$ cat src/rtl/shift_pkg.sv
// Shared definitions for the shift-register transmit/receive pair.
package shift_pkg;

  typedef enum logic {
    IDLE  = 1'b0,
    SHIFT = 1'b1
  } shift_state_e;

  localparam int unsigned WIDTH_DEFAULT  = 16;
  localparam int unsigned BYTE_LEN       = 8;
  localparam int unsigned WORD_FRAME_LEN = WIDTH_DEFAULT;
  localparam int unsigned BYTE_FRAME_LEN = BYTE_LEN;

  // Index of the last bit of a frame: the bit counter's load value.
  function automatic int unsigned frame_last(input logic byte_mode, input int unsigned width);
    return (byte_mode ? BYTE_FRAME_LEN : width) - 1;
  endfunction

endpackage

$ cat src/rtl/bit_down_counter.sv
// Loadable down-counter with a registered zero flag.
module bit_down_counter #(
  parameter int unsigned CNT_W = 4
) (
  input  logic             clk,
  input  logic             reset_n,
  input  logic             load,
  input  logic [CNT_W-1:0] load_val,
  input  logic             decEn,
  output logic             zero
);

  logic [CNT_W-1:0] count;

  // Zero is computed alongside the count so it is valid from the next edge.
  always_ff @(posedge clk or negedge reset_n) begin
    if (!reset_n) begin
      count <= '0;
      zero  <= 1'b1;
    end else if (load) begin
      count <= load_val;
      zero  <= (load_val == '0);
    end else if (decEn) begin
      count <= count - CNT_W'(1);
      zero  <= (count == CNT_W'(1));
    end
  end

endmodule

$ cat src/rtl/shift_deserializer.sv
// Serial-in, parallel-out receiver for MSB-first frames, with a
// valid/ack holding register so the next frame can arrive during readout.
module shift_deserializer
  import shift_pkg::*;
#(
  parameter int unsigned WIDTH = WIDTH_DEFAULT
) (
  input  logic             clk,
  input  logic             reset_n,
  input  logic             startEn,
  input  logic             byteMode,
  input  logic             shiftEn,
  input  logic             serialIn,
  input  logic             dataAck,
  output logic [WIDTH-1:0] dataOut,
  output logic             dataValid,
  output logic             busy,
  output logic             overrun
);

  localparam int unsigned CNT_W = $clog2(WIDTH);

  shift_state_e     state;
  logic [WIDTH-2:0] shift_q;
  logic             byte_q;
  logic [CNT_W-1:0] load_val;
  logic             cnt_zero;
  logic             capture;
  logic [WIDTH-1:0] word_next;

  // startEn has priority over a coincident strobe.
  always_comb begin
    load_val  = CNT_W'(frame_last(byteMode, WIDTH));
    capture   = (state == SHIFT) && shiftEn && !startEn;
    word_next = {shift_q, serialIn};
    if (byte_q) begin
      word_next = {{(WIDTH-BYTE_LEN){1'b0}}, shift_q[BYTE_LEN-2:0], serialIn};
    end
  end

  bit_down_counter #(
    .CNT_W (CNT_W)
  ) u_bit_cnt (
    .clk      (clk),
    .reset_n  (reset_n),
    .load     (startEn),
    .load_val (load_val),
    .decEn    (capture),
    .zero     (cnt_zero)
  );

  always_ff @(posedge clk or negedge reset_n) begin
    if (!reset_n) begin
      state     <= IDLE;
      shift_q   <= '0;
      byte_q    <= 1'b0;
      dataOut   <= '0;
      dataValid <= 1'b0;
      busy      <= 1'b0;
      overrun   <= 1'b0;
    end else begin
      if (dataAck) begin
        dataValid <= 1'b0;
      end
      if (startEn) begin
        state   <= SHIFT;
        busy    <= 1'b1;
        byte_q  <= byteMode;
        shift_q <= '0;
        if (!dataValid) begin
          overrun <= 1'b0;
        end
      end else if (capture) begin
        shift_q <= word_next[WIDTH-2:0];
        if (cnt_zero) begin
          state <= IDLE;
          busy  <= 1'b0;
          // A coincident ack frees the holding register for this word.
          if (!dataValid || dataAck) begin
            dataOut   <= word_next;
            dataValid <= 1'b1;
          end else begin
            overrun <= 1'b1;
          end
        end
      end
    end
  end

endmodule

$ cat config.mk
export PLATFORM = sky130hd
export DESIGN_NAME = shift_deserializer
export DESIGN_NICKNAME = d
export VERILOG_FILES = /design/src/rtl/shift_pkg.sv /design/src/rtl/bit_down_counter.sv /design/src/rtl/shift_deserializer.sv
export SDC_FILE = /design/constraint.sdc
export NUM_CORES = 1
export LEC_CHECK = 0
export BUFFER_PORTS_ARGS = -buffer_cell sky130_fd_sc_hd__buf_2
export CORE_MARGIN = 3
export CORE_UTILIZATION = 34
export CTS_CLUSTER_SIZE = 40
export DETAILED_ROUTE_END_ITERATION = 8
export GPL_ROUTABILITY_DRIVEN = 0
export SYNTH_ARGS = -nofsm -noshare
export SYNTH_HDL_FRONTEND = slang
export SYNTH_SLANG_ARGS = --single-unit
$ cat constraint.sdc
create_clock -name clk -period 4 [get_ports clk]
set_input_delay 0.8 -clock clk [delete_from_list [all_inputs] [get_ports clk]]
set_output_delay 0.8 -clock clk [all_outputs]
set_load 0.02 [all_outputs]
-- Yosys cells after proc, flatten, opt, wreduce, memory -nomap -nowiden
Cells that the tools add are included.
- flip-flop bits (word level): 40
- bits in latches: 0
- memory bits (writable): 0
- ROM bits: 0
- input port bits: 7
- word-level logic and storage cells: 46
- memories kept: 0
- $add $sub $neg: 2
- $mul: 0
- divide/modulo/power cells: 0
- $lt $le $gt $ge: 0
- eq/ne operators: 3
- shifts and indexed selects: 0
- mux-type cells: 21
- bitwise logic cells: 1
- reductions and logical operators: 11
- operators with widths (kind ; number):
    $mux W15 ; 2
    $mux W16 ; 1
    $mux W1 ; 15
    $mux W4 ; 3
    $reduce_and A4 Y1 ; 2
    $sub A4 B1 Y4 const B ; 2
    $eq A4 B1 Y1 const B ; 1
    $logic_not A4 Y1 ; 1
    $ne A2 B2 Y1 const B ; 2
    $reduce_bool A2 Y1 ; 2
    $logic_and A1 B1 Y1 ; 2
    $logic_not A1 Y1 ; 2
    $reduce_and A2 Y1 ; 1
    $logic_or A1 B1 Y1 ; 1
    $not A1 Y1 ; 1

-- Logic depth before layout (Yosys ltp)
Gate-level depths: netlist (run 1).
- word-level depth: 6
- gate-level depth with buffers: 5
- mapped depth without buffers: 5

-- Modules after synthesis
From an unflattened synthesis (run 1), not the netlist that was laid out.
- cells, all modules: 155
- area, all modules: 1783.0 um2
- modules (own cells, without submodules) (module ; times used ; cells each ; area each (um2) ; seq. area each (um2)):
    shift_deserializer ; 1 ; 126 ; 1487.7 ; 875.8
    bit_down_counter ; 1 ; 29 ; 295.3 ; 126.4

-- Worst setup path before layout (run 1)
OpenSTA, ideal clock, no wires.
- path type: input -> register
- from: in dataAck
- to: reg dataOut[0]
- setup time: 125 ps
- arrival time: 1670 ps
- path slack: 2204 ps
- stages: 4
- path buffers: 1
- cells stage by stage: and2b_1 -> nor2_4 -> buf_12 -> mux2_4
- longest elaborated chain between the ends: 2
- ends and longest elaborated chain (item ; RTL line ; text):
    start, declared ; shift_deserializer.sv:14 ; input logic dataAck,
    $logic_or A1 B1 Y1 ; shift_deserializer.sv:79 ; if (!dataValid || dataAck) begin
    $reduce_and A4 Y1 (no source line) ; - ;
    end signal, assigned ; shift_deserializer.sv:80 ; dataOut <= word_next;
    end, declared ; shift_deserializer.sv:15 ; output logic [WIDTH-1:0] dataOut,
No other way between the ends.
A chain may end at the register's enable or synchronous reset.

-- Worst setup path in the final report (run 1)
- from: in startEn
- to: reg dataOut[8]
- longest elaborated chain between the ends: 3
- ends and longest elaborated chain (item ; RTL line ; text):
    start, declared ; shift_deserializer.sv:10 ; input logic startEn,
    $logic_not A1 Y1 ; shift_deserializer.sv:34 ; capture = (state == SHIFT) && shiftEn && !startEn;
    $logic_and A1 B1 Y1 ; shift_deserializer.sv:34 ;
    $reduce_and A4 Y1 (no source line) (*) ; - ;
Mark *: on every way between the ends. The rest lies on a longest branch, timed or not.

==> impl_metrics.ini, run 1 <==
[detailed_routing]
dr_wl_met2_um = 1370
antenna_left = 0
dr_wl_met3_um = 127
firstDrtPassIters = 4
drt-initial-drc-count = 70
drc = 0
wirelength_um = 3010
vias = 1108
routed.top_layer = met4
routedWlPerCell_um = 12.4
wl_met1_um = 1430
viasPerCell = 4.58

[setup_path]
critical_path_class = in -> reg
critPathTopFamily = simple AND/OR/NAND/NOR gates
crit_arrival_ns = 2.13
slowest_stage = nor2_4
regToRegSetupSlack_ns = 2.33
worstReg2RegStart = u_bit_cnt.zero
max_stage_delay_ns = 0.44
critPathRequiredTime_ns = 4.17
crit_path_start_kind = input port
cp-end-kind = flop
timing.rr.end = dataOut[8]
crit_path_cell_trace = buf_2 > nand4b_4 > nor2_4 > mux2_2
path_buf_inv = 1
reg2reg_depth = 3
cp_max_fo = 25
setup.worst_path.start = startEn

[floorplan]
start_util_pct = 36.0
ioPinCount = 26
rows = 25
die-area_mm2 = 0.00599
coreArea_mm2 = 0.00482
die_h_um = 77.4
dieWidth_um = 77.4

[clocking]
clkSlewWorstSetupHoldPaths_ns = 0.07
cts_tree = yes
clkLatencyLatePin_ns = 0.28
hold_buffers = 0
post_cts_buffers = 0
clockBufferDepth = 2
cts_resized = 0
cts.sinks = 40
cts-root-buf = clkbuf_8
numCtsBuffers = 5
htree_levels = 2

[worst_hold_path]
min_to = dataOut[10]
hold_path.class = reg -> reg
min_from = dataOut[10]
whs_path_depth = 1

[final_layout]
layout.nets = 184
area_delta_synth_final_pct = 13.5
utilization_pct = 40.9
layout-drive-gt1-share_pct = 28.0
num_antenna_cells = 0
multiInputGateArea_um2 = 664
fill_cells = 501
seq_area_mm2 = 0.00100

[yosys]
netlist_top_cells_count = dfrtp_1 (39), nand2_1 (35), a21oi_1 (16), mux2_4 (10), nor2b_1 (7)
yosysTopAreaCell = dfrtp_1
synthesis.area_mm2 = 0.00173
synthFlopType = dfrtp_1
syn_inst = 150
yosysMostFrequentCell = dfrtp_1
synth-seq-cells = 40
synthArstFlopShare_pct = 100
synth_edf_count = 0
synth_seq_area_share_pct = 57.8
avgSynthCellArea_um2 = 11.6
yosysUniqueCellTypes = 32
synth_nets = 159
synth_top_area_share_pct = 56.3
synth_area_leaders = dfrtp_1 (56%), mux2_4 (8.7%), nand2_1 (7.6%)
ys_warn_count = 0

[sta]
fin_skew_ns = 0.00798
hold_viol = 0
finalCritPeriodShare_pct = 49.0
max_freq_ghz = 0.511
rsz0062_at_grt = no
worstMarginPinSlew_ns = 0.864
setup_viol_count_final = 0
period_minus_slack_ns = 1.96
tns_ns = 0
slew_headroom_pct = 42.4
slew_viol_final = 0

[grt]
grt_overflow_total = 0
grt_pass1_wl_um = 5180
grt_usage_pct = 11.1
grt_max_degree = 41
antenna_found_initial = 0
grt_pass1_vias = 1123

[job]
cap_violations = 0

[power]
p_per_area_mw_per_mm2 = 354
leakage_uw = 0.000939
ir_worst_vdd_mv = 0.117

[status]
outcome = complete, no violations

[placement]
dpl.hpwl_um = 1970
io_buffers = 25
## report_power, final
| part | switching (µW) | leakage [µW] | internal (µW) |
|---|---|---|---|
| sequential | 6.78 | 0.000532 | 410 |
| combinational | 23.2 | 0.000366 | 9.67 |
| clock | 128 | 0.0000410 | 119 |
| total | 158 | 0.000939 | 538 |
## how the worst max path moves through the flow
stage / cells after the start / slack [ns] / to
after floorplan: 4 / 2.20 / dataOut[0]
after global placement: 4 / 1.72 / dataOut[12]
after detailed placement: 4 / 1.72 / dataOut[11]
after CTS: 4 / 2.03 / dataOut[11]
after global routing: 4 / 1.93 / dataOut[11]
final: 4 / 2.04 / dataOut[8]
## metrics by stage
step                total power, µW  instances  instance area [µm²]  hold slack, ns  setup slack, ns
finish                          696        242                 1970           0.508             2.04
global route                    732        242                 1970           0.531             1.93
CTS                             711        242                 1970           0.513             2.03
detailed placement              459        235                 1890           0.494             1.72
global placement                458        235                 1890           0.495             1.72
floorplan                       442        150                 1730           0.475             2.20
## cells by family after synthesis
logic type | after synthesis | share of synthesized area (%)
AND/OR/NAND/NOR | 55 | 15.7
flip-flops | 40 | 57.8
AO/OA/AOI/OAI | 25 | 8.23
multiplexers | 15 | 11.9
buffers and inverters | 11 | 3.90
XOR/XNOR | 2 | 1.01
adder cells (fa/ha/maj) | 2 | 1.44
## state kept, by name, indices dropped and copies added, names as in the netlist
signal	flops
dataOut	16
u_bit_cnt.count	4
shift_q	15
overrun	1
dataValid	1
byte_q	1
state	1
u_bit_cnt.zero	1
## layout make-up
| cell class | count | share of cell area (%) |
|---|---|---|
| flip-flops and latches | 40 | 50.9 |
| inverters | 4 | 0.763 |
| clock inverters | 1 | 0.254 |
| repair buffers | 25 | 6.36 |
| multi-input cells | 99 | 33.8 |
| clock buffers | 6 | 3.69 |
| well taps | 67 | 4.26 |
## placed cells by master (no fill, tap or decap), drive strengths merged, types with 2 or more instances in the layout
master  instances
ha              2
nor2b           7
o21ai           3
a21oi          16
nand3           2
dfrtp          39
buf            25
nor2            3
mux2           15
nand2b          2
inv             4
clkbuf          6
nand2          35
## metal layers
metal	global-route usage, %	vias up
met4	6.94	0
met1	13.9	522
met2	17.8	30
li1	-	548
met3	2.09	8
met5	0	-
Note: power is estimated with default switching activity, not from simulation.
==> inputs of run 2 (changes only) <==
==> constraint.sdc (replaced) <==
create_clock -name clk -period 1.9 [get_ports clk]
set_input_delay 0.38 -clock clk [delete_from_list [all_inputs] [get_ports clk]]
set_output_delay 0.38 -clock clk [all_outputs]
set_load 0.02 [all_outputs]
==> impl_metrics.ini, run 2 (same netlist as run 1, synthesis figures left out) <==
[clocking]
cts_tree = yes
post_cts_buffers = 0
htree_levels = 2
numCtsBuffers = 5
clkSlewWorstSetupHoldPaths_ns = 0.08
clkLatencyLatePin_ns = 0.29
hold_buffers = 0
clockBufferDepth = 2
cts.sinks = 40
cts-root-buf = clkbuf_8
cts_resized = 0

[sta]
fin_skew_ns = 0.00631
setup_viol_count_final = 0
hold_viol = 0
slew_viol_final = 0
period_minus_slack_ns = 1.55
finalCritPeriodShare_pct = 81.8
slew_headroom_pct = 67.4
worstMarginPinSlew_ns = 0.489
holdWs_ns = 0.0365
max_freq_ghz = 0.643
rsz0062_at_grt = no
tns_ns = 0

[final_layout]
final_common_cell = dfrtp_1
largest-register = dataOut
mostFrequentLayoutCells = dfrtp_1 (39), nand2_1 (35), buf_2 (25), a21oi_1 (16), mux2_4 (10)
layout.nets = 189
design_area_mm2 = 0.00205
reg_top3 = dataOut (16), shift_q (15), u_bit_cnt.count (4)
num_antenna_cells = 0
largest_reg_flops = 16
layout-drive-gt1-share_pct = 30.9
fin_cells = 248
area_delta_synth_final_pct = 18.3

[power]
p_seq_share_pct = 53.4
leakage_uw = 0.000981
p_per_area_mw_per_mm2 = 799
swShare_pct = 22.0
power_frac_comb_pct = 4.9
p_clk_share_pct = 41.7
ir_worst_vdd_mv = 0.300
p_int_uw = 1280
p_switching_uw = 360

[floorplan]
start_util_pct = 36.0
ioPinCount = 26
rows = 25
coreArea_mm2 = 0.00482
dieWidth_um = 77.4
die_h_um = 77.4
die-area_mm2 = 0.00599

[setup_path]
setup.worst_path.start = u_bit_cnt.zero
critical_path_class = reg -> reg
critPathRequiredTime_ns = 2.08
worstReg2RegStart = u_bit_cnt.zero
crit_path_start_kind = flop
cp-end-kind = flop
crit_arrival_ns = 1.73
endpoint = dataOut[9]
cp_max_fo = 15
timing.rr.end = dataOut[9]
reg2reg_depth = 4
regToRegSetupSlack_ns = 0.35

[detailed_routing]
vias = 1129
drt-initial-drc-count = 90
viasPerCell = 4.55
firstDrtPassIters = 5
drc = 0
antenna_left = 0
routedWlPerCell_um = 12.1
wirelength_um = 2990

[worst_hold_path]
hold_path.class = in -> async

[grt]
grt_overflow_total = 0
grt_pass1_vias = 1105
grt_max_degree = 25
grt_usage_pct = 11.4
antenna_found_initial = 0
grt_pass1_wl_um = 5400

[placement]
dp.cells = 240
postPlaceCellArea_mm2 = 0.00194
io_buffers = 25
dpl.hpwl_um = 2110

[job]
cap_violations = 0

[status]
outcome = complete, no violations
[run 2: cell count changes in the layout (fill, tap and decap cells not counted), sizes merged]
| cell | change |
|---|---|
| buf | +5 |
| bufinv | +1 |
| clkbuf | -1 |
| clkinvlp | +1 |
[run 2: how the worst min path moves through the flow]
stage | slack, ns | end | depth (start not counted)
after floorplan | 0.08 | byte_q | 0
after global placement | 0.37 | shift_q[2] | 1
after detailed placement | 0.38 | dataOut[0] | 1
final | 0.04 | shift_q[0] | 1
after global routing | 0.06 | shift_q[0] | 1
after CTS | 0.05 | dataOut[0] | 1
[run 2: final cells by class]
type	instances	area, µm²
fill	485	2770
tap	67	83.8
timing repair buffer	30	175
inverter	4	15.0
multi-input combinational	99	664
sequential	40	1000
clock inverter	3	42.5
clock buffer	5	68.8
[run 2: metal layers]
metal  up-vias  GRT usage, %  share of wire (%)
met5         -             0                  0
met4         0          4.80                2.1
met3         7          3.48                5.4
met2        25          16.8                 45
met1       535          15.4                 47
li1        562             -                  -
[run 2: power by group through the flow]
stage               logic [µW]  registers (µW)  clock network, µW
global placement          82.6             893                  0
finish                    79.7             876                683
detailed placement        83.9             893                  0
global route              92.7             878                753
floorplan                 42.2             889                  0
CTS                       83.4             876                707
[run 2: through the flow]
stage	util, %	total power [µW]	worst slack, ns
global placement	40.3	975	0.352
global route	42.6	1720	0.241
CTS	42.6	1670	0.319
finish	42.6	1640	0.345
floorplan	-	931	0.436
detailed placement	40.3	976	0.330
[run 2: critical path: stages, from the launching register on]
cell and delay [ns]:
dfstp_2 0.58, nand4b_4 0.14, nor2_4 0.09, buf_4 0.26, mux2_2 0.36
==> inputs of run 3 (changes only) <==
==> constraint.sdc (replaced) <==
create_clock -name clk -period 1.42 [get_ports clk]
set_input_delay 0.284 -clock clk [delete_from_list [all_inputs] [get_ports clk]]
set_output_delay 0.284 -clock clk [all_outputs]
set_load 0.02 [all_outputs]
==> impl_metrics.ini, run 3 (same netlist as run 1, synthesis figures left out) <==
[detailed_routing]
drc = 0
wirelength_um = 3170
firstDrtPassIters = 4
routedWlPerCell_um = 12.4
drt-initial-drc-count = 102
vias = 1145
viasPerCell = 4.49
antenna_left = 0

[power]
leakage_uw = 0.00104
p_per_area_mw_per_mm2 = 1090
ir_worst_vdd_mv = 0.405
p_total_uw = 2380

[setup_path]
critPathRequiredTime_ns = 1.60
worstReg2RegStart = u_bit_cnt.zero
cp_max_fo = 7
timing.rr.end = dataOut[7]
cp-end-kind = flop
reg2reg_depth = 4
crit_arrival_ns = 1.60
crit_path_start_kind = flop
critical_path_class = reg -> reg
regToRegSetupSlack_ns = 0.002

[clocking]
cts-root-buf = clkbuf_8
clkLatencyLatePin_ns = 0.29
clockBufferDepth = 2
cts_tree = yes
numCtsBuffers = 5
cts.sinks = 40
htree_levels = 2
clkSlewWorstSetupHoldPaths_ns = 0.08

[sta]
max_freq_ghz = 0.705
slew_viol_final = 0
fin_skew_ns = 0.00902
period_minus_slack_ns = 1.42
tns_ns = 0
finalCritPeriodShare_pct = 99.9
setup_viol_count_final = 0
hold_viol = 0
rsz0062_at_grt = yes
worstMarginPinSlew_ns = 0.452
holdWs_ns = 0.236
slew_headroom_pct = 69.8

[placement]
dp.cells = 245
dpl.hpwl_um = 2070
io_buffers = 25

[final_layout]
largest-register = dataOut
area_delta_synth_final_pct = 25.8
multiInputGateArea_um2 = 683
fill_cells = 469
final_common_cell = dfrtp_1
layout-drive-gt1-share_pct = 33.5
mostFrequentLayoutCells = dfrtp_1 (38), nand2_1 (35), buf_2 (25), a21oi_1 (16), mux2_4 (15)
fin_cells = 255
largest_reg_flops = 16
num_antenna_cells = 0
reg_top3 = dataOut (16), shift_q (15), u_bit_cnt.count (4)
layout.nets = 197
seq_area_mm2 = 0.00100

[floorplan]
start_util_pct = 36.0
die_h_um = 77.4
die-area_mm2 = 0.00599
ioPinCount = 26
rows = 25
coreArea_mm2 = 0.00482
dieWidth_um = 77.4

[grt]
busiest_layer = met2
met2_usage_pct = 17.8
grtUsageMet1_pct = 14.8
grt_pass1_wl_um = 5320
grt_usage_pct = 11.5
grt_max_degree = 25
gr-usage-met3_pct = 2.78
antenna_found_initial = 0
grt_pass1_vias = 1121
grt_overflow_total = 0

[job]
cap_violations = 0

[worst_hold_path]
min_from = serialIn
whs_path_depth = 3
min_to = shift_q[0]
hold_path.class = in -> reg

[status]
outcome = complete, no violations
run 3: what timing repair did:
action,in CTS,in global routing
cloned,0,1
pin swaps,0,1
hold buffers,1,0
gates resized for setup,1,4
endpoints found under the hold margin,16,0
endpoints found under the setup margin,5,15
buffers inserted,0,1
run 3: final cells by class:
| type | count | share of cell area, % |
|---|---|---|
| multi-input combinational | 99 | 31.3 |
| inverter | 4 | 0.688 |
| timing repair buffer | 38 | 12.3 |
| sequential | 40 | 46.0 |
| clock buffer | 5 | 3.15 |
| clock inverter | 2 | 2.75 |
| tap | 67 | 3.84 |
run 3: worst max-delay path by stage:
| stage | startpoint | endpoint | slack (ns) |
|---|---|---|---|
| 3_5_place_dp | u_bit_cnt.zero | dataOut[10] | -0.01 |
| 3_3_place_gp | u_bit_cnt.zero | dataOut[8] | 0.01 |
| 6_report | u_bit_cnt.zero | dataOut[7] | 0.002 |
| 4_1_cts | u_bit_cnt.zero | dataOut[9] | -0.02 |
| 5_1_grt | u_bit_cnt.zero | dataOut[3] | -0.05 |
| 2_1_floorplan | u_bit_cnt.zero | dataOut[0] | -0.03 |
run 3: metrics by stage:
stage,worst slack [ns],cell area (µm²),util [%]
after floorplan,-0.0325,1740,-
after global placement,0.0117,1990,41.4
after detailed placement,-0.0117,1990,41.4
after CTS,-0.0241,2130,44.3
after global routing,-0.0544,2180,45.3
final,0.00206,2180,45.3
run 3: critical path: stages, from the launching register on:
cell and delay (ns):
dfstp_2 0.55, nand4b_4 0.11, nor2_4 0.17, clkbuf_16 0.19, mux2_4 0.29
run 3: power breakdown:
| part | total, µW | switching [µW] | internal, µW |
|---|---|---|---|
| Sequential | 1170 | 15.1 | 1150 |
| Combinational | 119 | 73.4 | 45.9 |
| Clock | 1090 | 397 | 692 |
| Total | 2380 | 485 | 1890 |
run 3: layer usage:
layer	up-vias	routed length, µm
met5	-	0
met4	0	78
met3	7	100
met2	20	1420
met1	544	1580
li1	574	-
